File: src/rtl/piccolo_round_sched.sv
// Round scheduler for the Piccolo-80 datapath: accepts one block, steps the
// unrolled round register through ROUNDS/UNROLL groups, then holds the result.
module piccolo_round_sched #(
    parameter int ROUNDS = 25,
    parameter int UNROLL = 5
) (
    input  logic       clk,
    input  logic       reset,
    input  logic       flush,
    input  logic       in_valid,
    output logic       in_ready,
    output logic       out_valid,
    input  logic       out_ready,
    output logic       dp_load,
    output logic       dp_en,
    output logic [4:0] dp_round,
    output logic [2:0] dp_mod5,
    output logic       dp_last,
    output logic       busy,
    output logic [1:0] dbg_state
);

    localparam int         N        = ROUNDS / UNROLL;
    localparam logic [4:0] STEP     = 5'(UNROLL);
    localparam logic [3:0] MSTEP    = 4'(UNROLL % 5);
    localparam logic [4:0] LAST_GRP = 5'(N - 1);

    if (ROUNDS % UNROLL != 0) begin : g_bad_unroll
        $error("piccolo_round_sched: ROUNDS must be a multiple of UNROLL");
    end
    if (ROUNDS > 32 || ROUNDS < 1) begin : g_bad_rounds
        $error("piccolo_round_sched: ROUNDS must fit the 5-bit round index");
    end

    typedef enum logic [1:0] {
        IDLE = 2'd0,
        RUN  = 2'd1,
        DONE = 2'd2
    } state_t;

    state_t     state;
    logic [4:0] grp;
    logic       accept;
    logic       last_grp;
    logic [3:0] mod_sum;
    logic [2:0] mod_next;

    // Handshakes: a transfer happens on a rising edge where valid and ready are
    // both high; in_ready never depends on in_valid, and flush masks acceptance.
    assign in_ready  = !flush && (state == IDLE || (state == DONE && out_ready));
    assign accept    = in_valid && in_ready;
    assign dp_load   = accept;
    assign dp_en     = (state == RUN);
    assign last_grp  = (grp == LAST_GRP);
    assign dp_last   = dp_en && last_grp;
    assign out_valid = (state == DONE);
    assign busy      = (state != IDLE);
    assign dbg_state = state;

    // Key-select phase advances modulo 5 by compare-and-subtract.
    assign mod_sum  = {1'b0, dp_mod5} + MSTEP;
    assign mod_next = (mod_sum >= 4'd5) ? 3'(mod_sum - 4'd5) : mod_sum[2:0];

    always_ff @(posedge clk) begin
        if (reset || flush) begin
            state    <= IDLE;
            grp      <= '0;
            dp_round <= '0;
            dp_mod5  <= '0;
        end else if (accept) begin
            state    <= RUN;
            grp      <= '0;
            dp_round <= '0;
            dp_mod5  <= '0;
        end else begin
            case (state)
                RUN: begin
                    // The last group's round index is held so DONE reports it.
                    if (last_grp) begin
                        state <= DONE;
                    end else begin
                        grp      <= grp + 5'd1;
                        dp_round <= dp_round + STEP;
                        dp_mod5  <= mod_next;
                    end
                end
                DONE: begin
                    if (out_ready) begin
                        state    <= IDLE;
                        grp      <= '0;
                        dp_round <= '0;
                        dp_mod5  <= '0;
                    end
                end
                default: state <= IDLE;
            endcase
        end
    end

endmodule

File: config.mk
export PLATFORM = sky130hd
export DESIGN_NAME = piccolo_round_sched
export DESIGN_NICKNAME = d
export VERILOG_FILES = /design/src/rtl/piccolo_round_sched.sv
export SDC_FILE = /design/constraint.sdc
export NUM_CORES = 1
export LEC_CHECK = 0
export ABC_AREA = 0
export BUFFER_PORTS_ARGS = -buffer_cell sky130_fd_sc_hd__clkbuf_2
export CAP_MARGIN = 10
export CELL_PAD_IN_SITES_DETAIL_PLACEMENT = 0
export CELL_PAD_IN_SITES_GLOBAL_PLACEMENT = 1
export CORE_ASPECT_RATIO = 0.6
export CORE_MARGIN = 2
export CORE_UTILIZATION = 40
export DETAILED_ROUTE_END_ITERATION = 10
export GPL_ROUTABILITY_DRIVEN = 0
export HOLD_SLACK_MARGIN = 0.03
export PLACE_DENSITY_LB_ADDON = 0.2
export SLEW_MARGIN = 20
export SYNTH_ARGS = -nofsm -noshare
export SYNTH_HDL_FRONTEND = slang
export SYNTH_SLANG_ARGS = --single-unit
File: constraint.sdc
create_clock -name clk -period 5.3 [get_ports clk]
set_input_delay 0.53 -clock clk [delete_from_list [all_inputs] [get_ports clk]]
set_output_delay 0.53 -clock clk [all_outputs]
set_load 0.01 [all_outputs]
==> flow_summary.json <==
{
  "ir_drop_mv": 0.1415,
  "r2r-end": "grp[2]",
  "timing.final.hold_violations": 0,
  "period_minus_slack_ps": 2389,
  "period_share_pct": 45.07,
  "startpoint_type": "flop",
  "path_clk_slew_ps": 60,
  "grt_setup_unrepaired": "no",
  "numCtsBuffers": 3,
  "yosys_warnings": 0,
  "die_y_microns": 41.12,
  "first_global_vias": 732,
  "syn_avg_cell_area_sq_um": 8.664,
  "post-dp-hpwl_mm": 1.579,
  "drc": 0,
  "wl_per_cell_microns": 13.44,
  "yosys.cell_types.count": 30,
  "hp-start": "reset",
  "hold_buffers": 0,
  "num_rows": 13,
  "cellLeakagePower_nw": 0.4298,
  "cp-end-kind": "primary output",
  "slew_viol_final": 0,
  "cts_tree": "done",
  "syn-instance-count": 106,
  "r2r_setup_slack_ps": 3210,
  "clock_sinks": 15,
  "fmax_mhz": 418.7,
  "final_nets": 143,
  "area_growth_pct": 19.21,
  "vias": 836,
  "cap_viol_max_count": 0,
  "r2r_cells": 6,
  "criticalPathCategory": "flop to primary output",
  "drt-pass1-iter-count": 4,
  "slew_headroom_pct": 58.46,
  "dr.first_iter.drc_count": 35,
  "grt_pass1_wl_mm": 3.477,
  "h-tree-depth": 1,
  "multi_input_area_sq_um": 569.3,
  "clk_latency_ps": 250,
  "cts-root-buf": "clkbuf_8",
  "status": "complete, no violations",
  "setup_tns_ps": 0,
  "core_sq_um": 2163,
  "final_common_cell": "clkbuf_2",
  "fin_ws_ps": 2911,
  "viasPerCell": 5.291,
  "ioPinCount": 21,
  "powerDensity_nw_per_um2": 202.5,
  "required_ps": 4770,
  "ys_seq_area_share_pct": 32.70,
  "grt-ovfl-total": 0,
  "finalSetupViolCount": 0,
  "synth_area_sq_um": 918.4,
  "layout_common_cells": "clkbuf_2, dfxtp_1, inv_1, nor2_1, ha_1",
  "drive_gt1_share_pct": 21.09,
  "pre_cts_ws_ps": 3200,
  "drtAntennaViolNets": 0,
  "routed_wl_mm": 2.123,
  "synth_edf_count": 0,
  "worst_r2r_startpoint": "dbg_state[0]",
  "worstMarginPinSlew_ps": 619.4,
  "grt_antenna_before_repair": 0,
  "async_flop_share_pct": 0,
  "ys.flop_type": "dfxtp_1",
  "fp.dieW_microns": 65.86,
  "final-seq-area_sq_um": 300.3,
  "cts_setup_buffers": 0,
  "io_buffers": 20,
  "grt_max_degree": 19,
  "ys_ff_latch": 15,
  "cp.arrival_ps": 1860,
  "finClkSkew_ps": 1.918,
  "grt_usage_pct": 17.91,
  "start_util_pct": 42.45,
  "worstHoldPathType": "input port to flop",
  "insertedDiodeCount": 0,
  "die_area_sq_um": 2708,
  "crit_fanout": 18,
  "hold_path_depth": 2,
  "synth_nets": 120,
  "ctsResizeCount": 0,
  "clockBufferDepth": 2,
  "holdPathEnd": "dbg_state[0]",
  "fillers": 202
}
[cell usage after synthesis, drive strengths merged, types with 2 or more instances]
library cell,n,area (sq um)
a21oi,8,40.04
a211o,2,17.52
dfxtp,15,300.3
clkbuf,2,7.510
a31oi,2,12.51
mux2,2,22.52
o21ai,11,55.05
a32o,4,40.04
nand2,2,7.510
nand3,2,10.01
nor2b,7,43.79
or3,2,12.51
nor2,9,33.78
a21o,2,15.01
ha,9,112.6
mux2i,2,20.02
inv,11,41.29
or4,2,15.01
a211oi,4,42.54
[cell type report]
type | instances | share of cell area, %
multi-input combinational | 78 | 52.00
tap | 30 | 3.429
clock buffer | 3 | 3.771
clock inverter | 1 | 0.4571
sequential | 15 | 27.43
timing repair buffer | 20 | 9.143
inverter | 11 | 3.771
[metrics by stage]
| step | cell area, sq um | instances | util [%] | hold WS (ps) | total power, mW |
|---|---|---|---|---|---|
| final | 1095 | 158 | 50.61 | 501.2 | 0.2217 |
| after global routing | 1095 | 158 | 50.61 | 504.2 | 0.2311 |
| after CTS | 1095 | 158 | 50.61 | 494.5 | 0.2232 |
| after detailed placement | 1049 | 154 | 48.47 | 494.9 | 0.1311 |
| after global placement | 1049 | 154 | 48.47 | 488.9 | 0.1310 |
| after floorplan | 918.4 | 106 | - | 462.2 | 0.1250 |
[logic make-up (layout without fill, tap and decap cells)]
kind of cell / after synthesis / count (layout) / share of synthesized area [%]
compound gates: 35 / 35 / 26.02
fa+ha+maj: 9 / 9 / 12.26
buf+inv: 13 / 35 / 5.314
flops: 15 / 15 / 32.70
mux: 4 / 4 / 4.632
simple gates: 30 / 30 / 19.07
[worst max-delay path, cell delays in order (launching register included)]
cell and delay, ps:
dfxtp_1 330, inv_1 110, ha_1 560, a21oi_1 180, nor3b_1 260, clkbuf_2 180
[how the worst max path moves through the flow]
stage / start / endpoint / slack (ps) / cells past startpoint
floorplan: dbg_state[0] / dp_round[2] / 3440 / 7
global placement: dbg_state[0] / dp_load / 3220 / 5
detailed placement: dbg_state[0] / dp_load / 3200 / 5
CTS: dbg_state[0] / dp_load / 2920 / 5
global route: dbg_state[0] / dp_load / 2700 / 5
finish: dbg_state[0] / dp_load / 2910 / 5
[routing by layer]
metal  vias up  track usage (%)  part of all wire [%]
li1        430                -                     -
met5         -                0                     0
met1       388            24.27                    54
met2        16            28.54                    41
met4         0            3.125                  0.61
met3         2            5.769                   4.3
[state kept, by name, indices dropped and copies added, names as in the netlist]
| signal | count |
|---|---|
| dp_round | 5 |
| dbg_state | 2 |
| grp | 5 |
| dp_mod5 | 3 |
[report_power, final]
group | leakage (nW) | internal [mW] | total [mW] | switching [mW]
Sequential | 0.121 | 0.113 | 0.114 | 0.000507
Combinational | 0.283 | 0.00590 | 0.0149 | 0.00895
Clock | 0.0255 | 0.0520 | 0.0932 | 0.0412
Power figures use the tool's default switching activity.
